<file path="config.mk">
export PLATFORM = sky130hd
export DESIGN_NAME = bits_arbiter_flat
export DESIGN_NICKNAME = d
export VERILOG_FILES = /design/src/rtl/bits_arbiter_if.sv /design/src/rtl/bits_arbiter.sv /design/src/flat_wrapper.sv
export SDC_FILE = /design/constraint.sdc
export NUM_CORES = 1
export LEC_CHECK = 0
export CAP_MARGIN = 20
export CORE_ASPECT_RATIO = 1.75
export CORE_UTILIZATION = 40
export CTS_BUF_LIST = sky130_fd_sc_hd__clkbuf_8
export DETAILED_ROUTE_END_ITERATION = 12
export PLACE_DENSITY_LB_ADDON = 0.3
export SYNTH_ARGS = -nofsm -noshare
export SYNTH_HDL_FRONTEND = slang
export SYNTH_SLANG_ARGS = --single-unit
</file>
<file path="constraint.sdc">
create_clock -name CLK -period 1.5 [get_ports CLK]
set_clock_uncertainty 0.05 [all_clocks]
set_input_delay 0.3 -clock CLK [delete_from_list [all_inputs] [get_ports CLK]]
set_output_delay 0.3 -clock CLK [all_outputs]
set_load 0.005 [all_outputs]
</file>
<file path="src/rtl/bits_arbiter_if.sv">
// Requester/consumer bus for bits_arbiter: request and operand bits in,
// one-hot grant and the tagged result with its valid/ready handshake out.
interface bits_arbiter_if #(
    parameter int NREQ = 4
);
    localparam int IDW = $clog2(NREQ);

    logic [NREQ-1:0] REQ;
    logic [NREQ-1:0] A;
    logic [NREQ-1:0] B;
    logic [NREQ-1:0] GNT;
    logic            VALID;
    logic            RES_READY;
    logic [7:0]      RES;
    logic [3:0]      RES_Z;
    logic [IDW-1:0]  RES_ID;
    logic [7:0]      DONE_CNT;

    modport slave (
        input  REQ, A, B, RES_READY,
        output GNT, VALID, RES, RES_Z, RES_ID, DONE_CNT
    );

    modport master (
        output REQ, A, B, RES_READY,
        input  GNT, VALID, RES, RES_Z, RES_ID, DONE_CNT
    );
endinterface

</file>
<file path="src/rtl/bits_arbiter.sv">
// Round-robin sharing of one z = A + B + 3, RES = z * 17 datapath among NREQ
// requesters, with a tagged result held under a valid/ready handshake.
module bits_arbiter #(
    parameter int NREQ = 4
) (
    input  logic          CLK,
    input  logic          RST,
    bits_arbiter_if.slave io_bus
);
    localparam int IDW = $clog2(NREQ);

    localparam logic [1:0] S_IDLE = 2'd0;
    localparam logic [1:0] S_CALC = 2'd1;
    localparam logic [1:0] S_OUT  = 2'd2;

    logic [1:0]      r_state;
    logic [IDW-1:0]  r_ptr;
    logic [IDW-1:0]  r_id;
    logic            r_a;
    logic            r_b;
    logic [NREQ-1:0] r_gnt;
    logic            r_valid;
    logic [7:0]      r_res;
    logic [3:0]      r_resZ;
    logic [IDW-1:0]  r_resId;
    logic [7:0]      r_doneCnt;

    logic [IDW-1:0]  w_cand;
    logic [IDW-1:0]  w_win;
    logic            w_any;
    logic [IDW-1:0]  w_ptrNext;
    logic [3:0]      w_z;
    logic [7:0]      w_res;

    // Search order starts at the pointer and wraps; the first requester found wins.
    always_comb begin
        w_cand = '0;
        w_win  = '0;
        w_any  = 1'b0;
        for (int k = 0; k < NREQ; k++) begin
            w_cand = IDW'((int'(r_ptr) + k) % NREQ);
            if (!w_any && io_bus.REQ[w_cand]) begin
                w_any = 1'b1;
                w_win = w_cand;
            end
        end
    end

    assign w_ptrNext = (w_win == IDW'(NREQ - 1)) ? '0 : w_win + 1'b1;
    assign w_z       = {3'b000, r_a} + {3'b000, r_b} + 4'd3;
    assign w_res     = {4'b0000, w_z} * 8'd17;

    always_ff @(posedge CLK) begin
        if (RST) begin
            r_state   <= S_IDLE;
            r_ptr     <= '0;
            r_id      <= '0;
            r_a       <= 1'b0;
            r_b       <= 1'b0;
            r_gnt     <= '0;
            r_valid   <= 1'b0;
            r_res     <= '0;
            r_resZ    <= '0;
            r_resId   <= '0;
            r_doneCnt <= '0;
        end else begin
            case (r_state)
                S_IDLE: begin
                    if (w_any) begin
                        r_a     <= io_bus.A[w_win];
                        r_b     <= io_bus.B[w_win];
                        r_id    <= w_win;
                        r_gnt   <= {{(NREQ-1){1'b0}}, 1'b1} << w_win;
                        r_ptr   <= w_ptrNext;
                        r_state <= S_CALC;
                    end
                end
                S_CALC: begin
                    r_resZ  <= w_z;
                    r_res   <= w_res;
                    r_resId <= r_id;
                    r_valid <= 1'b1;
                    r_gnt   <= '0;
                    r_state <= S_OUT;
                end
                S_OUT: begin
                    // Result stays frozen until the consumer takes it.
                    if (io_bus.RES_READY) begin
                        r_valid   <= 1'b0;
                        r_doneCnt <= r_doneCnt + 8'd1;
                        r_state   <= S_IDLE;
                    end
                end
                default: begin
                    r_state <= S_IDLE;
                end
            endcase
        end
    end

    assign io_bus.GNT      = r_gnt;
    assign io_bus.VALID    = r_valid;
    assign io_bus.RES      = r_res;
    assign io_bus.RES_Z    = r_resZ;
    assign io_bus.RES_ID   = r_resId;
    assign io_bus.DONE_CNT = r_doneCnt;
endmodule

</file>
<file path="src/flat_wrapper.sv">
// flat-port wrapper written by rule: the top's interface ports become plain ports
module bits_arbiter_flat 
#(
    parameter int NREQ = 4
)
  (CLK, RST, io_bus_REQ, io_bus_A, io_bus_B, io_bus_RES_READY, io_bus_GNT, io_bus_VALID, io_bus_RES, io_bus_RES_Z, io_bus_RES_ID, io_bus_DONE_CNT);
  bits_arbiter_if #(.NREQ(NREQ)) io_bus_i ();
  input  logic CLK;
  input  logic RST;
  input wire logic [$bits(io_bus_i.REQ)-1:0] io_bus_REQ;
  input wire logic [$bits(io_bus_i.A)-1:0] io_bus_A;
  input wire logic [$bits(io_bus_i.B)-1:0] io_bus_B;
  input wire logic [$bits(io_bus_i.RES_READY)-1:0] io_bus_RES_READY;
  output wire logic [$bits(io_bus_i.GNT)-1:0] io_bus_GNT;
  output wire logic [$bits(io_bus_i.VALID)-1:0] io_bus_VALID;
  output wire logic [$bits(io_bus_i.RES)-1:0] io_bus_RES;
  output wire logic [$bits(io_bus_i.RES_Z)-1:0] io_bus_RES_Z;
  output wire logic [$bits(io_bus_i.RES_ID)-1:0] io_bus_RES_ID;
  output wire logic [$bits(io_bus_i.DONE_CNT)-1:0] io_bus_DONE_CNT;
  assign io_bus_i.REQ = io_bus_REQ;
  assign io_bus_i.A = io_bus_A;
  assign io_bus_i.B = io_bus_B;
  assign io_bus_i.RES_READY = io_bus_RES_READY;
  assign io_bus_GNT = io_bus_i.GNT;
  assign io_bus_VALID = io_bus_i.VALID;
  assign io_bus_RES = io_bus_i.RES;
  assign io_bus_RES_Z = io_bus_i.RES_Z;
  assign io_bus_RES_ID = io_bus_i.RES_ID;
  assign io_bus_DONE_CNT = io_bus_i.DONE_CNT;
  bits_arbiter #(.NREQ(NREQ)) u_core (.CLK(CLK), .RST(RST), .io_bus(io_bus_i));
endmodule
</file>
; ---- After elaboration in Yosys (flattened, before gate mapping)
; Cells that the tools add are included.
[classes]
addsub = 7
mul = 1
div = 0
magnitude_cmp = 5
eq_ne = 5
n_shift = 1
n_mux = 28
n_bitwise = 0
reduce_logical = 14
[ops]
columns = operator, count
row1 = "2-bit by 3-bit less-than comparator with 1-bit output, second input constant", 5
row2 = 2-bit two-way mux, 7
row3 = 1-bit binary-select mux with 2-bit select, 6
row4 = 1-bit two-way mux, 11
row5 = 2-bit AND reduction, 5
row6 = "8-bit by 1-bit adder with 8-bit output, second input constant", 1
row7 = "4-bit by 5-bit multiplier with 8-bit output, second input constant", 1
row8 = 4-bit case mux with 2 select lines, 1
row9 = 2-bit case mux with 3 select lines, 1
row10 = "2-bit by 1-bit adder with 2-bit output, second input constant", 2
row11 = "2-bit adder, second input constant", 2
row12 = "4-bit by 2-bit adder with 4-bit output, second input constant", 1
row13 = "2-bit == test, second input constant", 2
row14 = 4-bit two-way mux, 1
row15 = 2-bit nonzero test, 2
row16 = "1-bit by 2-bit left shift with 4-bit output, first input constant", 1
row17 = 1-bit logical AND, 3
row18 = 1-bit logical NOT, 3
row19 = 1-bit by 1-bit adder with 2-bit output, 1
row20 = "2-bit by 1-bit == test with 1-bit output, second input constant", 1
row21 = 2-bit logical NOT, 1
row22 = "2-bit by 1-bit != test with 1-bit output, second input constant", 1
row23 = "2-bit != test, second input constant", 1
row24 = 1-bit case mux with 2 select lines, 1
[word_totals]
ff_bits = 35
latch_bits = 0
mem_bits_rw = 0
mem_bits_ro = 0
input_bits = 15
output_inout_bits = 27
wordCells = 72
n_memories = 0

; ---- Logic depth before layout (Yosys ltp)
; Gate-level depths: netlist of the first run.
[logic_depth]
depth_word = 15
ltp_mapped = 8
depth_no_buf = 7

; ---- Least setup slack after synthesis of the first run
; OpenSTA, ideal clock, no wires.
[synth_timing]
kind = register -> register
start = reg u_core.r_ptr[0]
end = reg u_core.r_ptr[1]
setup_ns = 0.132
arrival_ns = 1.428
required_ns = 1.318
slack_ns = -0.111
stages_incl_launch_ff = 9
n_path_buf = 1
synth_period_minus_slack_ns = 1.611
path_cell_list = dfxtp_1 -> nand2b_2 -> a21o_1 -> or3b_1 -> buf_6 -> inv_1 -> ha_1 -> nand2_1 -> a21oi_1
[synth_via]
elab_chain_cells = 14
elab_cells_between_ends = 29
cone_classes = add/sub: 4 / eq/ne: 1 / mux: 17 / reduce/logical: 7
[synth_rtl]
columns = element, line
row1 = from (decl), bits_arbiter.sv:17  ; logic [IDW-1:0] r_ptr;
row2 = from (signal assigned), bits_arbiter.sv:74  ; r_ptr <= w_ptrNext;
row3 = branches (longest 11 deep; another with 2-bit by 1-bit adder with 2-bit output), n/a
row4 = 2-bit two-way mux (*), bits_arbiter.sv:42  ; if (!w_any && io_bus.REQ[w_cand]) begin
row5 = named net u_core.w_win[0], bits_arbiter.sv:29  ; logic [IDW-1:0] w_win;
row6 = 2-bit by 1-bit adder with 2-bit output or 2-bit == test (tied branches), bits_arbiter.sv:49  ; assign w_ptrNext = (w_win == IDW'(NREQ - 1)) ? '0 : w_win + 1'b1;
row7 = 2-bit two-way mux (*), bits_arbiter.sv:49
row8 = named net u_core.w_ptrNext[1], bits_arbiter.sv:31  ; logic [IDW-1:0] w_ptrNext;
; Mark *: on every way through the listed nets, which the timed path passes. The select of a mux whose other input is x is not followed.
; A chain may end at the register's enable or synchronous reset.

; ---- Final worst setup path of the first run
; Ends and elaborated chain as after synthesis.

==> results of run 1 <==
==> repair_timing <==
item / CTS / global route
pin swaps: 9 / 7
setup buffers: 2 / 5
hold buffers: 0 / 0
cloned: 0 / 0
gates resized for setup: 26 / 29
endpoints found under the setup margin: 28 / 30
==> how the worst max path moves through the flow <==
| stage | to | depth (start not counted) | startpoint |
|---|---|---|---|
| 3_3_place_gp | u_core.io_bus.GNT[0]$_SDFFE_PP0P_ | 7 | io_bus_REQ[1] |
| 2_1_floorplan | u_core.io_bus.GNT[0]$_SDFFE_PP0P_ | 6 | u_core.r_ptr[0]$_SDFFE_PP0P_ |
| 3_5_place_dp | u_core.io_bus.GNT[0]$_SDFFE_PP0P_ | 7 | io_bus_REQ[1] |
| 5_1_grt | u_core.io_bus.GNT[2]$_SDFFE_PP0P_ | 5 | u_core.r_ptr[0]$_SDFFE_PP0P_ |
| 4_1_cts | u_core.io_bus.GNT[0]$_SDFFE_PP0P_ | 6 | u_core.r_ptr[0]$_SDFFE_PP0P_ |
| 6_report | u_core.r_ptr[1]$_SDFFE_PP0P_ | 7 | u_core.r_ptr[0]$_SDFFE_PP0P_ |
==> worst max-delay path, delay by kind of cell (launching register included) <==
family,cells,cell delay [ns]
and+or+nand+nor,3,0.65
DFF,1,0.37
adders and majority gates,1,0.20
AOI/OAI and AO/OA,2,0.16
buffers and inverters,1,0.11
==> metrics by stage <==
step | hold slack, ns | setup slack, ns | TNS, ns | total power [mW] | instance area (um^2)
after global placement | 0.397 | -0.591 | -6.34 | 1.32 | 1760
after detailed placement | 0.399 | -0.655 | -7.03 | 1.34 | 1760
after CTS | 0.412 | -0.158 | -0.769 | 1.82 | 1880
after global routing | 0.434 | -0.221 | -1.38 | 1.96 | 1970
final | 0.411 | -0.142 | -0.746 | 1.84 | 1970
after floorplan | 0.335 | -0.0535 | -0.155 | 1.13 | 1320
==> sequential cells by signal, summed over array words and instances, names as in the netlist <==
signal                  flops
u_core.io_bus.DONE_CNT      8
u_core.io_bus.GNT           4
u_core.io_bus.RES           3
u_core.io_bus.RES_ID        2
u_core.io_bus.VALID         1
u_core.r_a                  1
u_core.r_b                  1
u_core.r_id                 2
u_core.r_ptr                2
u_core.r_state              2
==> power by group through the flow <==
stage | clock network [mW] | logic, mW | registers [mW]
final | 0.454 | 0.580 | 0.802
after global routing | 0.505 | 0.642 | 0.809
after CTS | 0.462 | 0.553 | 0.801
after detailed placement | 0 | 0.529 | 0.815
after global placement | 0 | 0.510 | 0.810
after floorplan | 0 | 0.317 | 0.812
==> metal layers <==
| layer | up-vias | share of wire [%] |
|---|---|---|
| met5 | - | 0 |
| met3 | 6 | 3.3 |
| met2 | 27 | 59 |
| met1 | 544 | 35 |
| li1 | 569 | - |
| met4 | 0 | 2.3 |
==> placed cells by master (no fill, tap or decap), types with 4 or more instances in the layout <==
cell type	synthesis	layout
nor2_1	20	20
clkdlybuf4s50_1	0	20
buf_4	10	20
dfxtp_2	0	13
dlymetal6s2s_1	0	12
dfxtp_1	26	10
mux2i_1	8	8
nand2_1	9	8
a21oi_1	8	6
inv_1	7	5
xor2_1	5	5
a22o_1	4	4
clkbuf_8	0	4
==> layout make-up <==
| cell class | count | area share (%) |
|---|---|---|
| flip-flops and latches | 26 | 27.9 |
| repair buffers | 58 | 28.1 |
| well taps | 42 | 2.67 |
| inverters | 8 | 1.78 |
| clock buffers | 4 | 2.80 |
| multi-input cells | 96 | 36.8 |
==> cell families (layout without fill, tap and decap cells) <==
| family | count (synthesis) | after routing |
|---|---|---|
| buffers and inverters | 22 | 70 |
| xor gates and xnor gates | 7 | 7 |
| adders and majority gates | 7 | 7 |
| AOI/OAI and AO/OA | 22 | 22 |
| other | 1 | 3 |
| DFF | 26 | 26 |
| and+or+nand+nor | 49 | 49 |
| muxes | 8 | 8 |
==> metrics.md, run 1 <==
| Metric | Value |
|---|---|
| Status | finished, violations left |
| Failing checks | negative setup slack |
| Startpoint types | flip-flop |
| Switch Pwr | 522 uW |
| Leakage | 1.01 nW |
| Final WS setup | -0.142 ns |
| Placer Congestion | 0.765 |
| Grt met2 use | 36.2% |
| Clock buffer depth | 2 |
| Worst-skew pair later-pin latency | 0.27 ns |
| Post-Synth Adder-Cell Area | 6.84% |
| Worst Hold End | u_core.r_id[0]$_SDFFE_PP0P_ |
| Syn. warnings | 0 |
| Nets | 215 |
| Crit end category | flip-flop |
| Die H | 76.9 um |
| FF-to-FF Start | u_core.r_ptr[0]$_SDFFE_PP0P_ |
| Worst EP required | 1.62 ns |
| Row cnt | 26 |
| Post-synth top cells | dfxtp_1, nor2_1, buf_4, nand2_1 |
| Die span in x | 44.8 um |
| EDFF count, synth | 0 |
| GRT Util Overall | 19.5% |
| Max-Cap Viols | 0 |
| Via count | 1,146 |
| Combinational power share | 31.6% |
| Met3 Use GR | 3.06% |
| Most used routing layer | met2 |
| HPWL after detailed placement | 2270 um |
| Post-Synthesis Cell Area | 1280 um^2 |
| ANT nets after route | 0 |
| Top_reg_cell synth | dfxtp_1 |
| Worst EP arrival | 1.77 ns |
| # diodes | 0 |
| Post-Synth XOR/XNOR Area | 4.79% |
| Post-synthesis simple-gate area fraction | 19.5% |
| Worst reg2reg setup slack | -0.14 ns |
| Largest net degree at the start of global routing | 16 |
| CTS sink cnt | 26 |
| Vias/cell | 4.90 |
| CP Cell Sequence | nand2b_4 > a21o_1 > or3b_4 > inv_4 > ha_4 > nand2_2 > a21oi_2 |
| Final slew viol count | 0 |
| Synth Area in Compound Gates | 11.6% |
| Htree depth | 1 |
| Fill count | 264 |
| Synth Instances | 142 |
| Critical path's slowest cell | or3b_4 |
| Critical Path Fanout Max | 7 |
| Fin crit share | 109% |
| Largest family of logic cells by synthesized area | simple AND/OR/NAND/NOR gates |
| Hold path start | u_core.r_id[0]$_SDFFE_PP0P_ |
| Cells on worst reg2reg path | 7 |
| Dpl cells | 224 |
| Layout cell share with drive strength beyond 1 | 31.8% |
| Total grt overflow | 0 |
| Final setup fails | 7 |
| Power Internal | 1.31 mW |
| Average wire per standard cell | 12.9 um |
| Layout Utilization | 65.7% |
| Multi-input gate area | 723 um^2 |
| Sw frac | 28.4% |
| Num CTS Buffers | 3 |
| Async S/R FF share, synth | 0% |
| Maximum clock rate | 0.609 GHz |
| Share of the synthesized area in the top cell type | 40.6% |
| Pre-Repair DR Iteration Count | 2 |
| First-pass GRT wire length | 4950 um |
| Core box area | 2990 um^2 |
| Hold path depth | 2 |
| Non-filler cells in the finished layout | 234 |
| Dominant cells by area after synthesis | dfxtp_1, ha_1, mux2i_1 |
| Synth Register Bits | 26 |
| Final hold viol count | 0 |
| Number of DRC markers in iteration 0 | 14 |
| PD cells | 933 nW/um^2 |
| Vias in the first global route | 1,131 |
| Flop pwr share | 43.7% |
| Initial core utilization | 42.8% |
| CTS tree | done |
| Root buf cell | clkbuf_8 |
| Post-route minimum period | 1.64 ns |
| I/O Pins | 42 |
| Clk slew on worst S/H paths | 0.09 ns |
| Clock Power Share | 24.7% |
| Initial antenna violation count | 0 |
| Die footprint | 3440 um^2 |
| Unrepaired setup endpoints after global routing | true |
| FF-to-FF End | u_core.r_ptr[1]$_SDFFE_PP0P_ |
| Post-synthesis mux area share | 6.25% |
| DRC viols | 0 |
| Register area | 548 um^2 |
| Met1 usage | 19.4% |
| Synth cell types | 36 |
| Port Buffer Count | 38 |
| Leading area contributor after synthesis | dfxtp_1 |
| Average cell area after synthesis | 9.02 um^2 |
| Critical path class | reg -> reg |
| Peak VDD IR | 0.706 mV |
| Final WL | 3030 um |
| Most frequent cell after synthesis | dfxtp_1 |
| Worst stage delay on the critical path | 0.47 ns |
| Register area share after synthesis | 40.6% |
| HP Class | reg -> reg |
| Area delta synth->final | 53.5% |
Power figures use the tool's default switching activity.
==> inputs of run 2 (changes only) <==
--- a/config.mk
+++ b/config.mk
@@ -6,8 +6,10 @@
 export NUM_CORES = 1
 export LEC_CHECK = 0
 export CAP_MARGIN = 20
+export CELL_PAD_IN_SITES_DETAIL_PLACEMENT = 0
+export CELL_PAD_IN_SITES_GLOBAL_PLACEMENT = 1
 export CORE_ASPECT_RATIO = 1.75
-export CORE_UTILIZATION = 40
+export CORE_UTILIZATION = 31
 export CTS_BUF_LIST = sky130_fd_sc_hd__clkbuf_8
 export DETAILED_ROUTE_END_ITERATION = 12
 export PLACE_DENSITY_LB_ADDON = 0.3
==> run 2 against run 1 <==
  * The flow still finishes with violations (negative setup slack)
  * Global-route usage down 5.1 points
  * Combinational power increased by 6.4%
  * Register-to-register slack improved by 0.04 ns
  * Critical path depth fell by 2
  * Sequential cell count stayed put
  * Worst hold slack worse by 0.0061 ns
  * Sequential power is essentially flat
==> metrics.md, run 2 (synthesis results as in run 1) <==
| Metric | Value |
|---|---|
| Average wire per standard cell | 12.6 um (-2.8%) |
| Largest net degree at the start of global routing | 14 (-2) |
| Layout cell share with drive strength beyond 1 | 35.2% (+3.5 points) |
| Num CTS Buffers | 3 (unchanged) |
| Die H | 87.0 um (+13%) |
| Port Buffer Count | 38 (unchanged) |
| Unrepaired setup endpoints after global routing | true |
| CTS Hold Bufs | 0 (unchanged) |
| Crit end category | flip-flop |
| Final WS setup | -0.0979 ns (+0.0444 ns) |
| Total power | 1.79 mW (-2.3%) |
| Flop pwr share | 44.6% (+0.9 points) |
| Total grt overflow | 0 (unchanged) |
| Sw frac | 28.5% (+0.066 points) |
| ANT nets after route | 0 (unchanged) |
| Power Internal | 1.28 mW (-2.4%) |
| First-pass GRT wire length | 4800 um (-3.2%) |
| Final setup fails | 7 (unchanged) |
| Initial core utilization | 32.8% (-10 points) |
| Max-Cap Viols | 0 (unchanged) |
| CTS tree | done |
| Switch Pwr | 511 uW (-2.1%) |
| Final hold viol count | 0 (unchanged) |
| Fill count | 390 (+48%) |
| Htree depth | 1 (unchanged) |
| Commonest non-fill, non-tap cell in the layout | clkdlybuf4s50_1 |
| Number of DRC markers in iteration 0 | 10 (-4) |
| I/O Pins | 42 (unchanged) |
| Critical Path Fanout Max | 7 (unchanged) |
| Core box area | 3900 um^2 (+30%) |
| Startpoint types | flip-flop |
| Maximum clock rate | 0.626 GHz (+2.8%) |
| GRT Util Overall | 14.4% (-5.1 points) |
| Post-route minimum period | 1.60 ns (-0.0444 ns) |
| Vias in the first global route | 1,145 (+1.2%) |
| Fin crit share | 107% (-3.0 points) |
| Hold WS | 0.405 ns (-0.00607 ns) |
| Nets | 217 (+0.93%) |
| Status | finished, violations left |
| Final WL | 3030 um (about the same) |
| Row cnt | 30 (+15%) |
| Area delta synth->final | 54.3% |
| Clk slew on worst S/H paths | 0.08 ns (about the same) |
| HPWL after detailed placement | 2370 um (+4.2%) |
| Worst-skew pair later-pin latency | 0.26 ns (about the same) |
| Initial antenna violation count | 0 (unchanged) |
| Via count | 1,126 (-1.7%) |
| Failing checks | negative setup slack |
| Placer Congestion | 0.818 (+6.9%) |
| DRC viols | 0 (unchanged) |
| Clock buffer depth | 2 (unchanged) |
| PD cells | 907 nW/um^2 (-2.8%) |
| Vias/cell | 4.67 (-4.6%) |
| CTS sink cnt | 26 (unchanged) |
| Post-Route Setup TNS | -0.584 ns (+0.161 ns) |
| Combinational power share | 34.4% (+2.8 points) |
| HP Class | reg -> reg |
| Non-filler cells in the finished layout | 241 (+3.0%) |
| # diodes | 0 (unchanged) |
| Commonest non-fill, non-tap cells in the layout | clkdlybuf4s50_1, buf_4, nor2_1, dfxtp_2, dfxtp_1 |
| Worst EP arrival | 1.70 ns (-0.07 ns) |
| Dpl cells | 231 (+3.1%) |
| Critical path class | reg -> reg |
| Clock Power Share | 21.0% (-3.7 points) |
| Worst EP required | 1.61 ns (about the same) |
| Leakage | 0.925 nW (-8.4%) |
| Die span in x | 50.6 um (+13%) |
| Peak VDD IR | 0.492 mV (-30%) |
| Root buf cell | clkbuf_8 |
| Die footprint | 4400 um^2 (+28%) |
| Pre-Repair DR Iteration Count | 4 (+2) |
| Max reg flops | 8 (unchanged) |
| Layout Utilization | 50.6% (-15 points) |
| Final slew viol count | 0 (unchanged) |
[run 2: cell count changes in the layout (fill, tap and decap cells not counted), moves of 2 or more]
cell / before / now
dlymetal6s2s_1: 12 / 7
mux2i_1: 8 / 6
dlygate4sd2_1: 3 / 0
clkdlybuf4s50_1: 20 / 27
o221ai_2: 0 / 2
mux2i_2: 0 / 2
o221ai_1: 2 / 0
buf_2: 0 / 3
[run 2: metrics by stage]
stage               instance area (um^2)  worst slack (ns)
floorplan                           1320           -0.0535
finish                              1980           -0.0979
global placement                    1770            -0.700
CTS                                 1870            -0.107
global route                        1980            -0.182
detailed placement                  1770            -0.775
[run 2: area by class of cell]
class                   count  area, um^2  area share (%)
clock buffers               3        41.3            2.09
well taps                  48        60.1            3.04
repair buffers             60         547            27.7
inverters                   8        35.0            1.77
multi-input cells          96         744            37.7
flip-flops and latches     26         549            27.8
[run 2: metal layers]
layer | share of wire, % | vias to the layer above | GRT usage [%] | wire (um)
met1 | 36 | 519 | 13.3 | 1090
met5 | 0 | - | 0 | 0
li1 | - | 572 | - | -
met2 | 58 | 27 | 28.5 | 1760
met3 | 2.9 | 8 | 1.57 | 89
met4 | 3.1 | 0 | 9.34 | 95
[run 2: worst paths after layout]
check                                from                                 to  slack (ns)  cells after the start
max          u_core.r_ptr[0]$_SDFFE_PP0P_  u_core.io_bus.GNT[2]$_SDFFE_PP0P_        -0.1                      5
min           u_core.r_id[1]$_SDFFE_PP0P_        u_core.r_id[1]$_SDFFE_PP0P_        0.41                      2
max reg2reg  u_core.r_ptr[0]$_SDFFE_PP0P_  u_core.io_bus.GNT[2]$_SDFFE_PP0P_        -0.1                      5
min reg2reg   u_core.r_id[1]$_SDFFE_PP0P_        u_core.r_id[1]$_SDFFE_PP0P_        0.41                      2
[run 2: power by group through the flow]
stage          registers [mW]  clock network [mW]  logic, mW
2_1_floorplan           0.812                   0      0.317
3_3_place_gp            0.812                   0      0.507
3_5_place_dp            0.814                   0      0.530
4_1_cts                 0.798               0.395      0.567
5_1_grt                 0.810               0.425      0.674
6_report                0.800               0.376      0.617
[run 2: critical path, stage by stage, from the launching register on]
cell and delay (ns):
dfxtp_2 0.35, nand2b_4 0.12, a21o_1 0.11, or3b_4 0.48, ha_4 0.19, a22o_1 0.19
[run 2: timing repair]
item | 4_1_cts | 5_1_grt
gates cloned | 0 | 0
hold endpoints to repair | 0 | 0
endpoints found under the setup margin | 27 | 24
gates resized for setup | 32 | 27
setup buffers | 1 | 6
pin swaps | 8 | 5
==> inputs of run 3 (changes only) <==
--- a/config.mk
+++ b/config.mk
@@ -12,6 +12,7 @@
 export CORE_UTILIZATION = 31
 export CTS_BUF_LIST = sky130_fd_sc_hd__clkbuf_8
 export DETAILED_ROUTE_END_ITERATION = 12
+export GPL_TIMING_DRIVEN = 0
 export PLACE_DENSITY_LB_ADDON = 0.3
 export SYNTH_ARGS = -nofsm -noshare
 export SYNTH_HDL_FRONTEND = slang
==> run 3 against run 2 <==
  * The flow still finishes with violations (negative setup slack)
  * Via count grew 1.2%
  * Sequential power is essentially flat
  * Combinational power shrank 11%
  * First-iteration DRC count grew 70%
  * Worst hold slack gained 0.0018 ns
  * Global-route usage is essentially flat
  * Critical endpoint is now u_core.r_ptr[1]$_SDFFE_PP0P_
==> metrics.md, run 3 (synthesis results as in run 1) <==
| Metric | Value |
|---|---|
| Fin crit share | 109% (+2.0 points) |
| Row cnt | 30 (unchanged) |
| Leakage | 0.962 nW (+3.9%) |
| Largest net degree at the start of global routing | 16 (+2) |
| Die footprint | 4400 um^2 (unchanged) |
| FF-to-FF Start | u_core.r_ptr[0]$_SDFFE_PP0P_ |
| Failing checks | negative setup slack |
| Worst stage delay on the critical path | 0.47 ns (about the same) |
| Max reg flops | 8 (unchanged) |
| Area after DPL | 1760 um^2 (-0.78%) |
| Top cell family by delay on the critical path | simple AND/OR/NAND/NOR gates |
| Fin area | 1980 um^2 (about the same) |
| Vias/cell | 4.67 (about the same) |
| Core box area | 3900 um^2 (unchanged) |
| Total grt overflow | 0 (unchanged) |
| Final slew viol count | 0 (unchanged) |
| # diodes | 0 (unchanged) |
| PD cells | 975 nW/um^2 (+7.5%) |
| Clock Power Share | 29.9% (+8.9 points) |
| Status | finished, violations left |
| Worst-skew pair later-pin latency | 0.27 ns (about the same) |
| Fill count | 398 (+2.1%) |
| Placer Congestion | 0.758 (-7.3%) |
| Initial core utilization | 32.8% (unchanged) |
| Unrepaired setup endpoints after global routing | true |
| Power Internal | 1.42 mW (+11%) |
| Critical path class | reg -> reg |
| Maximum clock rate | 0.614 GHz (-1.8%) |
| ANT nets after route | 0 (unchanged) |
| Root buf cell | clkbuf_8 |
| Worst Hold End | u_core.r_id[0]$_SDFFE_PP0P_ |
| Worst EP arrival | 1.74 ns (+0.04 ns) |
| Clk slew on worst S/H paths | 0.09 ns (about the same) |
| Post-Route Setup TNS | -0.625 ns (-0.0403 ns) |
| I/O Pins | 42 (unchanged) |
| Final WL | 2870 um (-5.4%) |
| Vias in the first global route | 1,139 (-0.52%) |
| Average wire per standard cell | 11.8 um (-6.6%) |
| Die H | 87.0 um (unchanged) |
| Num CTS Buffers | 3 (unchanged) |
| Layout Utilization | 50.7% (about the same) |
| Layout cell share with drive strength beyond 1 | 33.7% (-1.6 points) |
| Die span in x | 50.6 um (unchanged) |
| Startpoint types | flip-flop |
| CP Buf/Inv Count | 1 (+1) |
| CTS sink cnt | 26 (unchanged) |
| Pre-CTS WS | -0.677 ns (+0.0986 ns) |
| Hold path start | u_core.r_id[0]$_SDFFE_PP0P_ |
| GRT Util Overall | 14.5% (+0.021 points) |
| FF-to-FF End | u_core.r_ptr[1]$_SDFFE_PP0P_ |
| First-pass GRT wire length | 4840 um (+1.0%) |
| Max-Cap Viols | 0 (unchanged) |
| CTS Hold Bufs | 0 (unchanged) |
| CP Cell Sequence | nand2b_4 > a21o_1 > or3b_4 > inv_4 > ha_4 > nand2_2 > a21oi_2 |
| Initial antenna violation count | 0 (unchanged) |
| DRC viols | 0 (unchanged) |
| Peak VDD IR | 0.515 mV (+4.7%) |
| Htree depth | 1 (unchanged) |
| Number of DRC markers in iteration 0 | 17 (+7) |
| Cells on worst reg2reg path | 7 (+2) |
| Commonest non-fill, non-tap cells in the layout | buf_4, clkdlybuf4s50_1, nor2_1, dfxtp_2, dlygate4sd2_1 |
| Pre-Repair DR Iteration Count | 4 (unchanged) |
| Commonest non-fill, non-tap cell in the layout | buf_4 |
| Post-route minimum period | 1.63 ns (+0.0298 ns) |
| Flop pwr share | 41.6% (-3.0 points) |
| Combinational power share | 28.5% (-5.9 points) |
| Via count | 1,140 (+1.2%) |
| Hold path depth | 2 (unchanged) |
| Final hold viol count | 0 (unchanged) |
| CTS tree | done |
| Nets | 219 (+0.92%) |
| HP Class | reg -> reg |
| Crit end category | flip-flop |
| Clock buffer depth | 2 (unchanged) |
| Port Buffer Count | 38 (unchanged) |
| Hold WS | 0.407 ns (+0.00177 ns) |
| HPWL after detailed placement | 2190 um (-7.5%) |
| Worst EP required | 1.61 ns (about the same) |
| Worst reg2reg setup slack | -0.13 ns (-0.03 ns) |
| Final setup fails | 7 (unchanged) |
| Final WS setup | -0.128 ns (-0.0298 ns) |
| Critical Path Fanout Max | 7 (unchanged) |
| Sw frac | 26.4% (-2.2 points) |
| Area delta synth->final | 54.4% (about the same) |
| Switch Pwr | 508 uW (-0.60%) |
| Critical path's slowest cell | or3b_4 |
## run 3: timing repair
item | 4_1_cts | 5_1_grt
buffers inserted | 7 | 4
cloned | 0 | 0
pin swaps | 5 | 0
gates resized for setup | 38 | 21
hold endpoints to repair | 0 | 0
setup endpoints to repair | 36 | 30
## run 3: metal layers
metal,track usage [%],vias up,wire length [um]
li1,-,575,-
met1,14.8,535,1060
met2,27.2,26,1660
met3,2.27,4,101
met4,7.58,0,46
met5,0,-,0
## run 3: cell type report
type	instances	area, um^2	area share [%]
repair buffers	49	457	23.1
inverters	8	35.0	1.77
multi-input cells	96	709	35.9
clock buffers	3	41.3	2.09
flip-flops and latches	26	553	28.0
clock inverters	1	30.0	1.52
plain buffers	13	92.6	4.68
well taps	48	60.1	3.04
## run 3: metrics by stage
step | total power [mW] | instances
finish | 1.93 | 244
detailed placement | 1.34 | 230
global placement | 1.33 | 230
global route | 2.05 | 244
CTS | 1.94 | 240
floorplan | 1.13 | 144
## run 3: power by group through the flow
stage / clock (mW) / combinational (mW) / sequential (mW)
after CTS: 0.590 / 0.552 / 0.799
after global placement: 0 / 0.510 / 0.817
final: 0.576 / 0.550 / 0.802
after global routing: 0.623 / 0.618 / 0.811
after floorplan: 0 / 0.317 / 0.812
after detailed placement: 0 / 0.521 / 0.822
## run 3: how the worst max path moves through the flow
stage | depth (start not counted) | slack, ns | start | end
final | 7 | -0.13 | u_core.r_ptr[0]$_SDFFE_PP0P_ | u_core.r_ptr[1]$_SDFFE_PP0P_
after global routing | 5 | -0.19 | u_core.r_ptr[0]$_SDFFE_PP0P_ | u_core.io_bus.GNT[0]$_SDFFE_PP0P_
after CTS | 7 | -0.14 | u_core.r_ptr[0]$_SDFFE_PP0P_ | u_core.r_ptr[1]$_SDFFE_PP0P_
after detailed placement | 9 | -0.68 | io_bus_REQ[1] | u_core.r_ptr[1]$_SDFFE_PP0P_
after global placement | 8 | -0.64 | io_bus_REQ[0] | u_core.r_ptr[1]$_SDFFE_PP0P_
after floorplan | 6 | -0.05 | u_core.r_ptr[0]$_SDFFE_PP0P_ | u_core.io_bus.GNT[0]$_SDFFE_PP0P_
## run 3: worst reg2reg max path: stages, from the launching register on
cell and delay [ns]:
dfxtp_2 0.36, nand2b_4 0.13, a21o_1 0.12, or3b_4 0.47, inv_4 0.10, ha_4 0.19
nand2_2 0.06, a21oi_2 0.04
